[src/rtl/relu_rr_scheduler.sv]
// Round-robin front end that shares one fixed-latency ReLU among NREQ requesters.
// In-flight words are tracked by a tag shift register; results land in a credit-protected FIFO.
module relu_rr_scheduler #(
  parameter int NREQ  = 4,
  parameter int DW    = 32,
  parameter int LAT   = 2,
  parameter int DEPTH = 4,
  localparam int IDW  = (NREQ > 1) ? $clog2(NREQ) : 1
) (
  input  logic                clock,
  input  logic                resetn,
  input  logic [NREQ-1:0]     req_valid,
  input  logic [NREQ*DW-1:0]  req_data,
  output logic [NREQ-1:0]     req_ready,
  output logic [DW-1:0]       relu_x,
  input  logic [DW-1:0]       relu_y,
  output logic                out_valid,
  input  logic                out_ready,
  output logic [DW-1:0]       out_data,
  output logic [IDW-1:0]      out_id,
  output logic                busy
);

  localparam int CW = $clog2(DEPTH + LAT + 2);
  localparam int PW = (DEPTH > 1) ? $clog2(DEPTH) : 1;

  logic [IDW-1:0] last;
  logic [IDW-1:0] grant;
  logic           grant_found;
  logic           issue_ok;
  logic           handshake;
  logic           push;
  logic           pop;
  logic [CW-1:0]  inflight;
  logic [CW-1:0]  count;
  logic [LAT:0]   tag_valid;
  logic [IDW-1:0] tag_id [LAT+1];
  logic [DW-1:0]  mem_data [DEPTH];
  logic [IDW-1:0] mem_id [DEPTH];
  logic [PW-1:0]  wr_ptr;
  logic [PW-1:0]  rd_ptr;

  // Search starts just after the last granted requester and wraps around.
  always_comb begin
    grant_found = 1'b0;
    grant       = '0;
    for (int k = 1; k <= NREQ; k++) begin
      if (!grant_found && req_valid[(int'(last) + k) % NREQ]) begin
        grant_found = 1'b1;
        grant       = IDW'((int'(last) + k) % NREQ);
      end
    end
  end

  always_comb begin
    inflight = '0;
    for (int k = 0; k <= LAT; k++) begin
      inflight = inflight + {{(CW-1){1'b0}}, tag_valid[k]};
    end
  end

  // Credits cover both pipeline and FIFO, so a push can never find the FIFO full.
  assign issue_ok  = (inflight + count) < CW'(DEPTH);
  assign handshake = grant_found & issue_ok;

  always_comb begin
    req_ready = '0;
    if (handshake) req_ready[grant] = 1'b1;
  end

  always_ff @(posedge clock) begin
    if (!resetn) begin
      last      <= IDW'(NREQ - 1);
      relu_x    <= '0;
      tag_valid <= '0;
      for (int k = 0; k <= LAT; k++) tag_id[k] <= '0;
    end else begin
      if (handshake) last <= grant;
      relu_x    <= handshake ? req_data[int'(grant)*DW +: DW] : '0;
      tag_valid <= {tag_valid[LAT-1:0], handshake};
      tag_id[0] <= grant;
      for (int k = 1; k <= LAT; k++) tag_id[k] <= tag_id[k-1];
    end
  end

  assign push = tag_valid[LAT];
  assign pop  = out_valid & out_ready;

  always_ff @(posedge clock) begin
    if (!resetn) begin
      wr_ptr <= '0;
      rd_ptr <= '0;
      count  <= '0;
    end else begin
      if (push) wr_ptr <= (wr_ptr == PW'(DEPTH - 1)) ? '0 : wr_ptr + PW'(1);
      if (pop)  rd_ptr <= (rd_ptr == PW'(DEPTH - 1)) ? '0 : rd_ptr + PW'(1);
      case ({push, pop})
        2'b10:   count <= count + CW'(1);
        2'b01:   count <= count - CW'(1);
        default: count <= count;
      endcase
    end
  end

  always_ff @(posedge clock) begin
    if (push) begin
      mem_data[wr_ptr] <= relu_y;
      mem_id[wr_ptr]   <= tag_id[LAT];
    end
  end

  // Head is gated so nothing stale is visible while the FIFO is empty.
  assign out_valid = (count != '0);
  assign out_data  = out_valid ? mem_data[rd_ptr] : '0;
  assign out_id    = out_valid ? mem_id[rd_ptr] : '0;
  assign busy      = (inflight != '0) | (count != '0);

  push_while_full: assert property (@(posedge clock) disable iff (!resetn)
    !(push && (count == CW'(DEPTH))));

endmodule

[config.mk]
export PLATFORM = sky130hd
export DESIGN_NAME = relu_rr_scheduler
export DESIGN_NICKNAME = d
export VERILOG_FILES = /design/src/rtl/relu_rr_scheduler.sv
export SDC_FILE = /design/constraint.sdc
export NUM_CORES = 1
export LEC_CHECK = 0
export ABC_AREA = 0
export CAP_MARGIN = 0
export CORE_MARGIN = 4
export CORE_UTILIZATION = 47
export DETAILED_ROUTE_END_ITERATION = 8
export PLACE_DENSITY = 0.81
export SYNTH_ARGS = -nofsm -noshare
export SYNTH_HDL_FRONTEND = slang
export SYNTH_SLANG_ARGS = --single-unit
[constraint.sdc]
create_clock -name clock -period 2.71 [get_ports clock]
set_input_delay 0.271 -clock clock [delete_from_list [all_inputs] [get_ports clock]]
set_output_delay 0.271 -clock clock [all_outputs]
set_load 0.05 [all_outputs]
==> impl_metrics.yaml, run 1 <==
critical_path:
  cpMaxStageDelayCell: "fa_2"
  start_kind: "flip-flop"
  critPathArrivalTime_ns: 2.32
  cp-end-kind: "output port"
  worstPathMaxFanout: 4
  worstPathCellList: "fa_2 > ha_4 > a31oi_2 > xnor2_2 > nor2_2 > buf_6 > and3_4 > buf_12"
  max_stage_delay_ns: 0.40
  worstSetupPathType: "flip-flop to output port"
  critical_path_required_ns: 2.44
clock_tree:
  cts_root_buffer: "clkbuf_16"
  ctsHoldBuffers: 0
  clk_latency_ns: 0.42
  cts_made_buffers: 17
  clock-sinks: 188
  cts.path.max_buffers: 2
  h-tree-depth: 4
  path_clk_slew_ns: 0.06
  cts_tree: "yes"
power_and_ir_drop:
  p_leak_uw: 0.00400
  vdd_drop_max_mv: 0.465
  power.density_nw_per_um2: 850
yosys:
  syn_area_um2: 7640
  synth_seq_area_share: 0.670
  synth_top_area_frac: 0.534
  synth_area_leaders: "edfxtp_1, dfxtp_1, mux4_2"
  async_flop_share: 0
  syn_nets: 636
  ys_ff_latch: 188
  ys.warnings.count: 0
  synth_edf_count: 136
  yosys.area.top_type: "edfxtp_1"
  synth_cell_types: 36
  avgSynthCellArea_um2: 16.6
  ys.flop_type: "edfxtp_1"
  synthCells: 460
detailed_routing:
  num_vias: 4923
  vias_per_cell: 5.25
  drt-initial-drc-count: 234
  post_drt_wl_per_cell_um: 20.6
  wl_um: 19300
  drt.antenna.violating_nets: 0
  remaining_drc_errors: 0
  drt_pre_antenna_iters: 4
place:
  dp_hpwl_um: 14100
  dpl.cell_count: 901
  gp_congestion: 0.838
  portBuffers: 238
cells_and_area:
  antenna_cells: 0
  layout.nets: 884
  final_cell_count_no_fill: 937
  syn_to_final_growth_pct: 42.7
  drive_gt1_frac: 0.197
die:
  die_w_um: 136
  dieArea_um2: 18400
  start_util: 0.481
  core_um2: 15900
  pin_count: 239
  die_h_um: 136
  rows: 46
timing:
  worst_pin_slew_ns: 0.612
  final-setup-viol-count: 0
  fin_skew_ns: 0.00691
  fmax_ghz: 0.386
  finalHoldViolCount: 0
  relSlewSlack: 0.588
  rsz0062_at_grt: "no"
  final.setup.tns_ns: 0
  slew_violations: 0
  period_needed_ns: 2.59
  fin_crit_sh: 0.956
worst_hold_path:
  holdCritPathClass: "flip-flop to flip-flop"
job:
  drv_cap: 0
global_routing:
  grt_first_pass_wirelength_um: 29200
  grt_antenna_before_repair: 1
  grt_pass1_vias: 5303
  grt_usage: 0.213
  grt_max_degree: 65
  grt_overflow: 0
status:
  outcome: "completed"
-- logic make-up (layout without fill, tap and decap cells) --
family / Yosys count / count (layout) / synth area share
XOR/XNOR: 3 / 3 / 0.00344
AO/OA/AOI/OAI: 47 / 47 / 0.0391
flip-flops: 188 / 188 / 0.670
adder cells (fa/ha/maj): 9 / 9 / 0.0167
AND/OR/NAND/NOR: 78 / 78 / 0.0602
multiplexers: 99 / 99 / 0.185
buffers and inverters: 36 / 297 / 0.0247
-- layer usage --
layer	track usage	vias up	part of all wire
met5	0	-	0.00067
met4	0.0661	2	0.014
met1	0.235	2415	0.36
li1	-	2276	-
met3	0.0877	25	0.097
met2	0.376	205	0.53
-- worst max-delay path: cells and delay by family (launching register included) --
family | cells | cell delay [ns]
buf+inv | 2 | 0.27
simple gates | 2 | 0.35
fa+ha+maj | 2 | 0.67
compound gates | 1 | 0.10
flops | 1 | 0.33
xor+xnor | 1 | 0.16
-- flip-flops by register name, indices dropped and copies added, names as in the netlist, named ones only --
register / flops
mem_data: 128
relu_x: 32
tag_id: 6
mem_id: 8
count: 3
wr_ptr: 2
tag_valid: 3
rd_ptr: 2
last: 2
-- power breakdown --
part | internal [µW] | switching (µW)
Sequential | 3260 | 116
Clock | 1280 | 1080
Combinational | 1400 | 2130
-- through the flow --
step	util	hold slack (ns)	setup WS, ns	area [µm²]	power, µW
floorplan	-	0.370	0.0692	7650	5740
global placement	0.646	0.418	0.284	10300	6880
detailed placement	0.646	0.422	0.250	10300	6940
CTS	0.682	0.438	0.00419	10800	9310
global route	0.687	0.448	0.0244	10900	9650
finish	0.687	0.437	0.120	10900	9270
-- layout by cell type (no fill, tap or decap), types with 2 or more instances in the layout --
| cell type | n |
|---|---|
| clkinv_4 | 2 |
| buf_12 | 7 |
| a21oi_1 | 2 |
| edfxtp_1 | 136 |
| clkinv_2 | 2 |
| inv_1 | 8 |
| and2_1 | 44 |
| clkinv_1 | 3 |
| ha_1 | 6 |
| o22ai_1 | 33 |
| dfxtp_2 | 3 |
| buf_4 | 51 |
| clkbuf_16 | 17 |
| nor2b_1 | 3 |
| o21a_1 | 2 |
| nor3_1 | 3 |
| mux2i_1 | 65 |
| nand2b_1 | 3 |
| or3_1 | 3 |
| a21boi_0 | 2 |
| nand3_1 | 2 |
| clkdlybuf4s50_1 | 198 |
| nand2_1 | 5 |
| and2_2 | 4 |
| o21ai_1 | 2 |
| dfxtp_1 | 48 |
| nor2_1 | 3 |
| inv_6 | 4 |
| mux4_2 | 34 |
| o21ai_0 | 3 |
| inv_8 | 2 |
-- final timing paths --
| kind | slack, ns | depth (start not counted) | end | start |
|---|---|---|---|---|
| worst max-delay path | 0.12 | 8 | req_ready[2] | tag_valid[0] |
| worst min-delay path | 0.44 | 1 | tag_id[0][5] | tag_id[0][3] |
| worst max register to register | 0.29 | 10 | relu_x[1] | tag_valid[0] |
| worst min register to register | 0.44 | 1 | tag_id[0][5] | tag_id[0][3] |
-- final cells by class --
class	count	area, µm²
clock buffers	17	425
fillers	1111	4980
flip-flops and latches	188	5130
clock inverters	15	134
inverters	8	30.0
well taps	216	270
multi-input cells	236	2400
repair buffers	257	2520
-- cell usage after synthesis, drive strengths merged, types with 7 or more instances --
library cell and instances:
buf 19, mux4 34, edfxtp 136, and2 49, inv 8, o22ai 33
dfxtp 52, clkbuf 9, ha 7, mux2i 65
-- what timing repair did --
action                                 4_1_cts  5_1_grt
setup buffers                                2        2
endpoints found under the hold margin        0        0
pin swaps                                    3        3
resized for setup                            4       10
setup endpoints to repair                    3        4
No activity file was read; power rests on OpenSTA's default activity.
==> inputs of run 2 (changes only) <==
- CORE_ASPECT_RATIO: not set -> 1.2
==> run 2 against run 1 <==
  * Worst hold slack worse by 0.0012 ns
  * Critical path depth decreased by 1
  * Global-route usage down 0.78 points
  * Highest routed layer unchanged
==> impl_metrics.yaml, run 2 (synthesis results as in run 1) <==
timing:
  holdWs_ns: 0.436
  fin_skew_ns: 0.00942
  finalHoldViolCount: 0
  final-setup-viol-count: 0
  fmax_ghz: 0.379
  worst_pin_slew_ns: 0.852
  fin_crit_sh: 0.974
  fin_ws_ns: 0.0694
  relSlewSlack: 0.426
  slew_violations: 0
  period_needed_ns: 2.64
  rsz0062_at_grt: "no"
  final.setup.tns_ns: 0
critical_path:
  worstPathCellList: "fa_2 > ha_4 > a31oi_2 > xnor2_2 > buf_4 > nor4_2 > buf_12"
  reg2reg_from: "tag_valid[0]"
  reg2reg_slack_ns: 0.48
  max_stage_delay_ns: 0.41
  timing.rr.end: "relu_x[0]"
  worstPathBufferInverterCount: 2
  start_kind: "flip-flop"
  critPathArrivalTime_ns: 2.37
  crit_family: "adder cells"
  critical_path_required_ns: 2.44
  cp-end-kind: "output port"
  cpMaxStageDelayCell: "fa_2"
  worstSetupPathType: "flip-flop to output port"
  path_depth: 7
  worstPathMaxFanout: 2
  r2r_cells: 9
cells_and_area:
  layout_common_cells: "clkdlybuf4s50_1, edfxtp_1, mux2i_1"
  final_cell_count_no_fill: 926
  drive_gt1_frac: 0.194
  top_register: "mem_data"
  reg_top3: "mem_data (128), relu_x (32), mem_id (8)"
  layout.nets: 881
  largest_reg_flops: 128
  antenna_cells: 0
  syn_to_final_growth_pct: 42.4
  layout_commonest_cell: "clkdlybuf4s50_1"
clock_tree:
  cts_tree: "yes"
  path_clk_slew_ns: 0.07
  cts_made_buffers: 17
  clock-sinks: 188
  cts_root_buffer: "clkbuf_16"
  cts.path.max_buffers: 2
  ctsHoldBuffers: 0
  clk_latency_ns: 0.41
  h-tree-depth: 4
global_routing:
  grt_overflow: 0
  grt_first_pass_wirelength_um: 28800
  grt_antenna_before_repair: 1
  grt_usage: 0.205
  grt_pass1_vias: 5233
  grt_max_degree: 65
detailed_routing:
  met2_length_um: 9560
  wl_met3_um: 1730
  remaining_drc_errors: 0
  num_vias: 4848
  drt-initial-drc-count: 254
  post_drt_wl_per_cell_um: 20.0
  drt.antenna.violating_nets: 0
  drt_pre_antenna_iters: 4
  wl_um: 18500
  vias_per_cell: 5.24
  top_layer: "met5"
  wl_met1_um: 7040
die:
  core_um2: 15800
  die_h_um: 148
  rows: 50
  pin_count: 239
  dieArea_um2: 18400
  die_w_um: 124
  start_util: 0.485
power_and_ir_drop:
  pwr-share-comb: 0.383
  switching_power_uw: 3320
  intPower_uw: 5880
  power.density_nw_per_um2: 845
  sw_frac_of_total: 0.361
  clkPwrFrac: 0.250
  p_leak_uw: 0.00399
  vdd_drop_max_mv: 0.483
  seqPwrFrac: 0.367
place:
  dpl.cell_count: 892
  dp_hpwl_um: 13600
  gp_congestion: 0.840
  portBuffers: 238
  pre_cts_ws_ns: 0.208
worst_hold_path:
  whs_path_depth: 1
  holdCritPathClass: "flip-flop to flip-flop"
  min-delay-start: "tag_id[0][3]"
  holdPathEnd: "tag_id[0][5]"
status:
  outcome: "completed"
job:
  drv_cap: 0
-- run 2: cell types whose count changed in the layout (fill, tap and decap cells not counted), sizes merged --
cell / delta
bufinv: -1
clkinv: -3
clkbuf: +1
buf: -3
clkinvlp: +1
inv: +2
-- run 2: metrics by stage --
| step | total power [µW] | cell area [µm²] | utilization |
|---|---|---|---|
| finish | 9190 | 10900 | 0.690 |
| global route | 9600 | 10900 | 0.690 |
| CTS | 9290 | 10900 | 0.690 |
| detailed placement | 6950 | 10300 | 0.651 |
| global placement | 6900 | 10300 | 0.651 |
| floorplan | 5740 | 7650 | - |
-- run 2: power groups by stage --
stage | sequential, µW | clock [µW] | combinational (µW)
3_5_place_dp | 3440 | 0 | 3510
2_1_floorplan | 3730 | 0 | 2010
3_3_place_gp | 3430 | 0 | 3470
4_1_cts | 3380 | 2360 | 3560
5_1_grt | 3390 | 2490 | 3710
6_report | 3370 | 2300 | 3520
-- run 2: worst register-to-register path, cell delays in order (launching register included) --
cell,delay [ns]
dfxtp_2,0.33
fa_2,0.41
ha_4,0.28
a31oi_2,0.10
xnor2_2,0.19
nor2_4,0.14
buf_4,0.14
nand3_1,0.12
buf_12,0.23
o22ai_1,0.22
-- run 2: layout make-up --
cell class	instances	area [µm²]
Fill cell	1085	4880
Sequential cell	188	5130
Clock buffer	18	429
Tap cell	208	260
Clock inverter	14	124
Inverter	8	30.0
Multi-Input combinational cell	236	2390
Timing Repair Buffer	254	2510
-- run 2: timing repair --
item                                    CTS  global route
endpoints found under the setup margin    3             2
resized for setup                        10             1
pin swaps                                 3             2
buffers inserted                          2             0
-- run 2: per-layer routing --
metal / up-vias / GRT usage
li1: 2272 / -
met3: 13 / 0.0791
met2: 214 / 0.354
met1: 2347 / 0.243
met5: - / 0
met4: 2 / 0.0504
-- run 2: how the worst max path moves through the flow --
stage	start	end	slack (ns)
after floorplan	tag_valid[2]	req_ready[0]	0.07
after global placement	tag_valid[2]	req_ready[0]	0.30
after detailed placement	tag_valid[2]	req_ready[0]	0.21
after CTS	tag_valid[0]	req_ready[0]	0.04
after global routing	tag_valid[0]	req_ready[0]	0.02
final	tag_valid[0]	req_ready[1]	0.07
